### src/rtl/return_addr_stack_pkg.sv
// Shared constants and types for the return-address stack: register aliases,
// operation decode and the rollback restore-count helper.
package return_addr_stack_pkg;

    localparam logic [4:0] RA_REG   = 5'd1;
    localparam logic [4:0] ZERO_REG = 5'd0;
    localparam logic       ZERO     = 1'b0;

    typedef enum logic [2:0] {
        OP_IDLE     = 3'd0,
        OP_PUSH     = 3'd1,
        OP_POP      = 3'd2,
        OP_PUSH_POP = 3'd3,
        OP_ROLLBACK = 3'd4
    } ras_op_e;

    // Number of entries restored by the two pop-undo rollback sources.
    function automatic logic [1:0] rb_restore_count(input logic push_id, input logic push_ex);
        return {1'b0, push_id} + {1'b0, push_ex};
    endfunction

    // Rollbacks win over push/pop; otherwise push/pop select the operation.
    function automatic ras_op_e decode_op(input logic push, input logic pop, input logic any_rb);
        ras_op_e op;
        if (any_rb) begin
            op = OP_ROLLBACK;
        end else begin
            case ({push, pop})
                2'b10:   op = OP_PUSH;
                2'b01:   op = OP_POP;
                2'b11:   op = OP_PUSH_POP;
                default: op = OP_IDLE;
            endcase
        end
        return op;
    endfunction

endpackage

### src/rtl/return_addr_stack_mem.sv
// Circular return-address storage: one synchronous write port and one
// asynchronous read port; contents are intentionally not reset.
module ras_mem #(
    parameter int DEPTH = 8,
    parameter int AW    = 32,
    parameter int PW    = $clog2(DEPTH)
) (
    input  logic          clk,
    input  logic          we,
    input  logic [PW-1:0] waddr,
    input  logic [AW-1:0] wdata,
    input  logic [PW-1:0] raddr,
    output logic [AW-1:0] rdata
);

    logic [AW-1:0] mem_r [DEPTH];

    // Write port.
    always_ff @(posedge clk) begin
        if (we) begin
            mem_r[waddr] <= wdata;
        end
    end

    assign rdata = mem_r[raddr];

endmodule

### src/rtl/return_addr_stack.sv
// Return-address stack: circular storage with pointer/count management,
// pipeline-flush rollback and ra-alias tracking.
module return_addr_stack
    import return_addr_stack_pkg::*;
#(
    parameter int DEPTH = 8,
    parameter int AW    = 32
) (
    input  logic                       clk,
    input  logic                       rst_n,
    input  logic                       push,
    input  logic [AW-1:0]              push_addr,
    input  logic                       pop,
    input  logic                       rollback_pop_id,
    input  logic                       rollback_push_id,
    input  logic                       rollback_push_ex,
    input  logic                       wr_ra_track_en,
    input  logic [4:0]                 wr_ra_track_data,
    output logic [AW-1:0]              ras_top,
    output logic                       ras_valid,
    output logic [$clog2(DEPTH):0]     ras_count,
    output logic [4:0]                 ra_track
);

    localparam int PW = $clog2(DEPTH);
    localparam int CW = PW + 1;
    localparam logic [PW-1:0] TP_ONE    = PW'(1);
    localparam logic [CW-1:0] CNT_ONE   = CW'(1);
    localparam logic [CW-1:0] CNT_FULL  = CW'(DEPTH);
    localparam logic [CW-1:0] CNT_EMPTY = {CW{1'b0}};

    logic [PW-1:0] tp_r;
    logic [PW-1:0] tp_next_s;
    logic [CW-1:0] count_r;
    logic [CW-1:0] count_next_s;
    logic          valid_r;
    logic [4:0]    ra_track_r;
    logic [4:0]    ra_track_next_s;

    logic          any_rb_s;
    logic [1:0]    rb_up_s;
    ras_op_e       op_s;
    logic [CW:0]   rb_sum_s;
    logic [CW:0]   rb_diff_s;
    logic [CW-1:0] rb_count_s;
    logic          push_accepted_s;

    logic          mem_we_s;
    logic [PW-1:0] mem_waddr_s;
    logic [AW-1:0] mem_wdata_s;
    logic [PW-1:0] top_idx_s;
    logic [AW-1:0] top_data_s;

    assign any_rb_s  = rollback_pop_id | rollback_push_id | rollback_push_ex;
    assign rb_up_s   = rb_restore_count(rollback_push_id, rollback_push_ex);
    assign op_s      = decode_op(push, pop, any_rb_s);
    assign top_idx_s = tp_r - TP_ONE;

    // Rollback count: count + restored - undone, clamped to [0, DEPTH].
    always_comb begin
        rb_sum_s  = CW'(count_r) + (CW+1)'(rb_up_s);
        rb_diff_s = {(CW+1){1'b0}};
        rb_count_s = CNT_EMPTY;
        if (rb_sum_s < (CW+1)'(rollback_pop_id)) begin
            rb_count_s = CNT_EMPTY;
        end else begin
            rb_diff_s = rb_sum_s - (CW+1)'(rollback_pop_id);
            if (rb_diff_s > (CW+1)'(DEPTH)) begin
                rb_count_s = CNT_FULL;
            end else begin
                rb_count_s = rb_diff_s[CW-1:0];
            end
        end
    end

    // Pointer, count and storage-write decode for the selected operation.
    always_comb begin
        tp_next_s       = tp_r;
        count_next_s    = count_r;
        mem_we_s        = ZERO;
        mem_waddr_s     = tp_r;
        mem_wdata_s     = push_addr;
        push_accepted_s = 1'b0;
        case (op_s)
            OP_ROLLBACK: begin
                // mem is never written here so restored entries keep their old value
                tp_next_s    = tp_r + PW'(rb_up_s) - PW'(rollback_pop_id);
                count_next_s = rb_count_s;
            end
            OP_PUSH: begin
                mem_we_s        = 1'b1;
                mem_waddr_s     = tp_r;
                tp_next_s       = tp_r + TP_ONE;
                push_accepted_s = 1'b1;
                if (count_r == CNT_FULL) begin
                    count_next_s = CNT_FULL;
                end else begin
                    count_next_s = count_r + CNT_ONE;
                end
            end
            OP_POP: begin
                if (count_r != CNT_EMPTY) begin
                    tp_next_s    = tp_r - TP_ONE;
                    count_next_s = count_r - CNT_ONE;
                end else begin
                    tp_next_s    = tp_r;
                    count_next_s = count_r;
                end
            end
            OP_PUSH_POP: begin
                // Replace the top in place; an empty stack gains its first entry.
                mem_we_s        = 1'b1;
                mem_waddr_s     = top_idx_s;
                push_accepted_s = 1'b1;
                if (count_r == CNT_EMPTY) begin
                    count_next_s = CNT_ONE;
                end else begin
                    count_next_s = count_r;
                end
            end
            default: begin
                tp_next_s    = tp_r;
                count_next_s = count_r;
            end
        endcase
    end

    // ra-alias tracking: explicit writes win over the implicit push update.
    always_comb begin
        if (wr_ra_track_en) begin
            ra_track_next_s = wr_ra_track_data;
        end else if (push_accepted_s) begin
            ra_track_next_s = RA_REG;
        end else begin
            ra_track_next_s = ra_track_r;
        end
    end

    // State registers with synchronous active-low reset.
    always_ff @(posedge clk) begin
        if (!rst_n) begin
            tp_r       <= {PW{1'b0}};
            count_r    <= CNT_EMPTY;
            valid_r    <= 1'b0;
            ra_track_r <= RA_REG;
        end else begin
            tp_r       <= tp_next_s;
            count_r    <= count_next_s;
            valid_r    <= (count_next_s != CNT_EMPTY);
            ra_track_r <= ra_track_next_s;
        end
    end

    ras_mem #(
        .DEPTH (DEPTH),
        .AW    (AW),
        .PW    (PW)
    ) u_ras_mem (
        .clk   (clk),
        .we    (mem_we_s & rst_n),
        .waddr (mem_waddr_s),
        .wdata (mem_wdata_s),
        .raddr (top_idx_s),
        .rdata (top_data_s)
    );

    assign ras_top   = top_data_s;
    assign ras_valid = valid_r;
    assign ras_count = count_r;
    assign ra_track  = ra_track_r;

endmodule

### config.mk
export PLATFORM = sky130hd
export DESIGN_NAME = return_addr_stack
export DESIGN_NICKNAME = d
export VERILOG_FILES = /design/src/rtl/return_addr_stack_pkg.sv /design/src/rtl/return_addr_stack_mem.sv /design/src/rtl/return_addr_stack.sv
export SDC_FILE = /design/constraint.sdc
export NUM_CORES = 1
export LEC_CHECK = 0
export ABC_AREA = 1
export CAP_MARGIN = 20
export CORE_ASPECT_RATIO = 1.25
export CORE_MARGIN = 2
export CORE_UTILIZATION = 63
export DETAILED_ROUTE_END_ITERATION = 8
export PLACE_DENSITY = 0.85
export SLEW_MARGIN = 20
export SYNTH_ARGS = -nofsm -noshare
export SYNTH_HDL_FRONTEND = slang
export SYNTH_SLANG_ARGS = --single-unit
### constraint.sdc
create_clock -name clk -period 7.2 [get_ports clk]
set_input_delay 1.8 -clock clk [delete_from_list [all_inputs] [get_ports clk]]
set_output_delay 1.8 -clock clk [all_outputs]
set_load 0.01 [all_outputs]
==> key figures <==
Outcome
  – Status: complete, no violations

Clock tree
  – H-Tree Level Count: 1
  – Reg clk slew, reported paths: 0.06 ns
  – Clock buffer depth: 3
  – Clock sink count: 269
  – Post-CTS Setup Bufs: 0
  – CTS Buf Count: 25
  – Clk Latency, worst-skew pair: 0.51 ns
  – Cts hold-fix bufs: 0
  – Root buf cell: clkbuf_16
  – CTS tree: built
  – Post-CTS sizing: 0

Critical path
  – Worst reg-to-reg setup slack: 2.77 ns
  – Crit Reg-Reg Endpoint: u_ras_mem.mem_r[4][30]$_DFFE_PP_
  – R2r startpoint: tp_r[0]$_SDFFE_PN0P_
  – Data arrival, critical path: 4.41 ns
  – Worst setup EP type: primary output
  – Reg2Reg Depth: 10
  – Crit Path Class: reg -> out
  – CP Data Required Time: 5.40 ns
  – Worst Path Max Fanout: 56
  – Worst setup SP type: flip-flop

Worst hold path
  – Worst Hold Depth: 2
  – Worst hold endpoint: ra_track[0]$_SDFFE_PN1P_
  – Worst Hold Launch: ra_track[0]$_SDFFE_PN1P_
  – Hold Path Class: reg -> reg

STA
  – Final slew viol count: 0
  – Part of the cycle the worst path needs: 0.8630
  – Clk_skew: 0.009655 ns
  – Final TNS setup: 0 ns
  – Slew HR: 0.3958
  – RSZ-0062 raised after global routing: no
  – Final setup fails: 0
  – Fin. Hold Viols: 0
  – F_max: 160.9 MHz
  – Slew @ Worst Pin: 0.9050 ns
  – Fin crit period: 6.214 ns
  – Fin Hold WS: 0.4764 ns

Cells and area
  – Fin nets: 1079
  – Layout Area Growth over Synthesis: 17.09%
  – Fillcell total: 1038
  – Share of cells above drive strength 1: 0.08897

Detailed routing
  – Detailed Route WL: 25400 µm
  – Drt via density: 6.087
  – DRC Markers: 0
  – Initial DRC count: 959
  – Antenna Violating Nets Remaining: 0
  – WL per Instance: 20.17 µm
  – Vias: 7663
  – DRT Pass-1 Iters: 5

Floorplanning
  – Starting Density: 0.6435
  – Chip height: 153.2 µm
  – CORE AREA: 17430 µm²
  – Die area: 18890 µm²
  – IO Count: 87
  – Std-Cell Rows: 54
  – Width of the chip: 123.3 µm

Global route
  – Largest net degree at the start of global routing: 109
  – Antenna violations before repair: 1
  – Vias in the first global route: 7437
  – Total GRT Usage: 0.2587
  – Overflow after GRT: 0
  – First-pass GRT wire length: 37650 µm

Power and ir drop
  – Max VDD drop: 0.0002919 V
  – Pwr dens: 351.6 nW/µm²
  – Leakage power: 4.505 nW

Placement
  – DPL Wire Length: 12850 µm
  – GPL Wtd Cong: 0.9139
  – Port Buffers: 86

Yosys
  – Synthesis warning total: 0
  – Seq/Total Area, Yosys: 0.7085
  – Distinct cells, synth: 36
  – Synth top area share: 0.6853
  – Post-synth net total: 1003
  – Avg Inst Size Synth: 11.90 µm²
  – Post-synth top area cell: edfxtp_1
  – Flop and latch count out of synthesis: 269
  – Netlist Area Pre-Place: 11220 µm²
  – Synth Instances: 943
  – Top post-synthesis cells by area: edfxtp_1, nor2_1, o21ai_0, dfxtp_1, a31oi_1

Run
  – Max-Cap Viols: 0
## layer usage
metal  GRT usage  vias up  routed length [µm]
met4      0.1201        0                 847
met5           0        -                   0
met3     0.03134       69                2191
li1            -     3524                   -
met1      0.3352     3633                9373
met2      0.4349      437               12980
## logic make-up after synthesis
family          share of synthesized area
fa+ha+maj                         0.01807
xor+xnor                         0.003905
compound gates                     0.1042
flops                              0.7085
buf+inv                           0.03681
simple gates                       0.1285
## worst max path at each step
stage	startpoint	to	slack, ns	depth (start not counted)
5_1_grt	tp_r[0]$_SDFFE_PN0P_	ras_top[19]	0.74	9
2_1_floorplan	rollback_push_ex	u_ras_mem.mem_r[6][0]$_DFFE_PP_	2.90	7
6_report	tp_r[0]$_SDFFE_PN0P_	ras_top[19]	0.99	9
3_5_place_dp	tp_r[0]$_SDFFE_PN0P_	ras_top[22]	1.64	9
4_1_cts	tp_r[0]$_SDFFE_PN0P_	ras_top[19]	1.05	9
3_3_place_gp	tp_r[0]$_SDFFE_PN0P_	ras_top[22]	1.67	9
## worst max-delay path, stage by stage, from the launching register on
cell and delay, ns:
dfxtp_4 0.50, clkinv_2 0.61, ha_2 0.53, inv_2 0.66
buf_4 0.36, o21ai_0 0.14, o22ai_1 0.17, nor2_1 0.07
a31oi_1 0.24, clkdlybuf4s50_1 0.58
## state kept, by name, indices dropped and copies added (netlist names)
name,cells
u_ras_mem.mem_r,256
ra_track,5
ras_count,4
tp_r,3
ras_valid,1
## per-stage QoR
stage                     power, mW    util  worst slack, ns  area (µm²)  std cells
after CTS                     4.591  0.7470            1.052       13020       1254
after floorplan               2.730       -            2.897       11220        943
after global routing          4.826  0.7533           0.7384       13130       1258
after detailed placement      3.325  0.7026            1.643       12250       1212
final                         4.617  0.7534           0.9861       13130       1259
after global placement        3.288  0.7026            1.667       12250       1212
## area by class of cell
cell class | instances | area, µm² | area share
clock inverters | 12 | 128.9 | 0.009812
repair buffers | 100 | 1046 | 0.07964
flip-flops and latches | 269 | 7951 | 0.6054
inverters | 42 | 161.4 | 0.01229
multi-input cells | 581 | 2919 | 0.2223
clock buffers | 30 | 644.4 | 0.04906
well taps | 224 | 280.3 | 0.02134
diodes | 1 | 2.502 | 0.0001905
## layout by cell type (no fill, tap or decap), types with 2 or more instances in the layout
cell	synthesis	final
edfxtp_1	256	256
nor2_1	251	243
o21ai_0	130	130
clkdlybuf4s50_1	0	86
nand2_1	46	46
o22ai_1	33	33
a31oi_1	33	33
inv_1	28	27
clkbuf_16	0	25
nand3_1	24	24
inv_2	12	12
ha_1	13	12
dfxtp_1	13	12
buf_4	8	10
nor2_4	1	9
nand3_2	8	8
nand2_2	8	8
a21oi_1	7	7
clkinv_1	1	6
clkinv_2	0	5
clkbuf_1	23	5
nand4_1	4	4
o21ai_1	4	4
buf_16	0	4
xor2_1	3	3
bufinv_16	0	3
xnor2_1	2	2
nor2_2	2	2
nor3_1	2	2
fa_1	2	2
## synth_stat cells
cell and number:
edfxtp_1 256, nor2_1 251, o21ai_0 130, nand2_1 46, a31oi_1 33, o22ai_1 33
inv_1 28, nand3_1 24, clkbuf_1 23, buf_2 19, dfxtp_1 13, ha_1 13
inv_2 12, buf_4 8, nand2_2 8, nand3_2 8, a21oi_1 7, nand4_1 4
o21ai_1 4, xor2_1 3, fa_1 2, nor2_2 2, nor3_1 2, xnor2_1 2
a211oi_1 1, a21oi_2 1, a221oi_1 1, a22oi_1 1, buf_6 1, clkinv_1 1
inv_4 1, nand3b_1 1, nor2_4 1, nor3_2 1, o21ai_2 1, o221ai_1 1
## power by group
| group | total, mW | internal, mW | switching (mW) |
|---|---|---|---|
| clock | 1.27 | 0.739 | 0.532 |
| combinational | 1.56 | 0.643 | 0.917 |
| sequential | 1.78 | 1.74 | 0.0451 |
(Power assumes the default switching activity.)
==> RTL edit, RTL diff (same flow settings) <==
Change the package constant `RA_REG` from 5'd1 to 5'd0.
--- a/src/rtl/return_addr_stack_pkg.sv
+++ b/src/rtl/return_addr_stack_pkg.sv
@@ -2,7 +2,7 @@
 // operation decode and the rollback restore-count helper.
 package return_addr_stack_pkg;
 
-    localparam logic [4:0] RA_REG   = 5'd1;
+    localparam logic [4:0] RA_REG   = 5'd0;
     localparam logic [4:0] ZERO_REG = 5'd0;
     localparam logic       ZERO     = 1'b0;
 
Behaviour: not the same (a bounded check fails within 4 cycles, from zero or initial values and one cycle with rst_n low).
==> RTL edit against the original RTL <==
Wire length increased by 0.23%. Area after synthesis decreased by 0.58%. Sequential cell count stayed put. Power up 0.33%. Critical path type unchanged. Setup slack worse by 0.38 ns. Final area rose by 0.19%.
==> RTL edit: results (changes against the original RTL) <==
[setup_path]
worstReg2RegEnd = u_ras_mem.mem_r[1][16]
r2r_slack_ns = 3.02  ; +0.25 ns
crit_arrival_ns = 4.80  ; +0.39 ns

[finish]
nFillCells = 1032  ; -0.58%
fin_area_um2 = 13160  ; +0.19%
fin_cells = 1265  ; +0.48%
n_antenna_cell = 0  ; -1

[routing]
viasPerCell = 6.189  ; +1.7%
wire_per_inst_um = 20.12  ; -0.24%
first_pass_iters = 7  ; +2

[power]
ir_drop_mv = 0.2823  ; -3.3%
leakage_uw = 0.004517  ; +0.27%

[logic_synthesis]
synthAdderAreaFrac = 0.01818  ; +0.0001054
synth_compound_area_frac = 0.1038  ; -0.0004019
ys_top_cells_by_area = edfxtp_1 (69%), nor2_1 (8.4%), o21ai_0 (6.0%)
synth_top_cells_by_count = edfxtp_1 (256), nor2_1 (251), o21ai_0 (133)
ys_types = 32  ; -11%

[global_routing]
grt_pass1_wl_um = 39340  ; +4.5%
grt_pass1_vias = 7815  ; +5.1%
grt_max_degree = 76  ; -30%
use_met3 = 0.04004  ; +0.008702

[placement]
hpwlAfterDp_um = 14130  ; +9.9%
pre_cts_ws_ns = 1.181  ; -0.4616 ns
placedInstanceArea_um2 = 12320  ; +0.60%
dp.cells = 1218  ; +0.50%

[cts]
cts-buffers-inserted = 26  ; +4.0%

[run_status]
status = finished, final reports clean

[sta]
fin_worst_skew_ns = 0.01314  ; +0.003481 ns
max_slew_margin = 0.4534  ; +0.05765

[RTL edit: kinds of logic after synthesis]
family          Yosys count
compound gates          212
xor+xnor                  6
fa+ha+maj                15
buf+inv                  92
flops                   269
simple gates            352
[RTL edit: worst min path at each step]
stage                     depth (start not counted)   startpoint  slack, ns          end
after detailed placement                          2  ra_track[2]       0.46  ra_track[2]
final                                             2  ra_track[0]       0.46  ra_track[0]
after global routing                              2  ra_track[0]       0.48  ra_track[0]
after global placement                            2  ra_track[1]       0.45  ra_track[1]
after floorplan                                   2  ra_track[0]       0.48  ra_track[0]
after CTS                                         2  ra_track[2]       0.46  ra_track[2]
[RTL edit: area by class of cell]
cell class / instances / share of cell area
clock inverters: 15 / 0.009603
repair buffers: 100 / 0.08082
multi-input cells: 585 / 0.2197
flip-flops and latches: 269 / 0.6043
clock buffers: 31 / 0.05249
well taps: 224 / 0.02130
inverters: 41 / 0.01179
[RTL edit: power by group through the flow]
stage,Combinational [uW],Sequential [uW],Clock (uW)
final,1540,1790,1300
after floorplan,893,1800,0
after detailed placement,1500,1820,0
after global placement,1450,1820,0
after global routing,1670,1800,1370
after CTS,1520,1790,1310
[RTL edit: per-layer routing]
layer | routed length, um | vias to the layer above
met1 | 9496 | 3739
li1 | - | 3533
met2 | 13090 | 479
met4 | 757 | 0
met5 | 0 | -
met3 | 2108 | 78
[RTL edit: worst max-delay path, stage by stage, from the launching register on]
cell and delay [ns]:
dfxtp_4 0.79, clkinv_2 0.74, ha_2 0.53, inv_2 0.60, buf_4 0.41, o21ai_0 0.17, o22ai_1 0.17, nor2_1 0.08
a31oi_1 0.19, clkdlybuf4s50_1 0.58
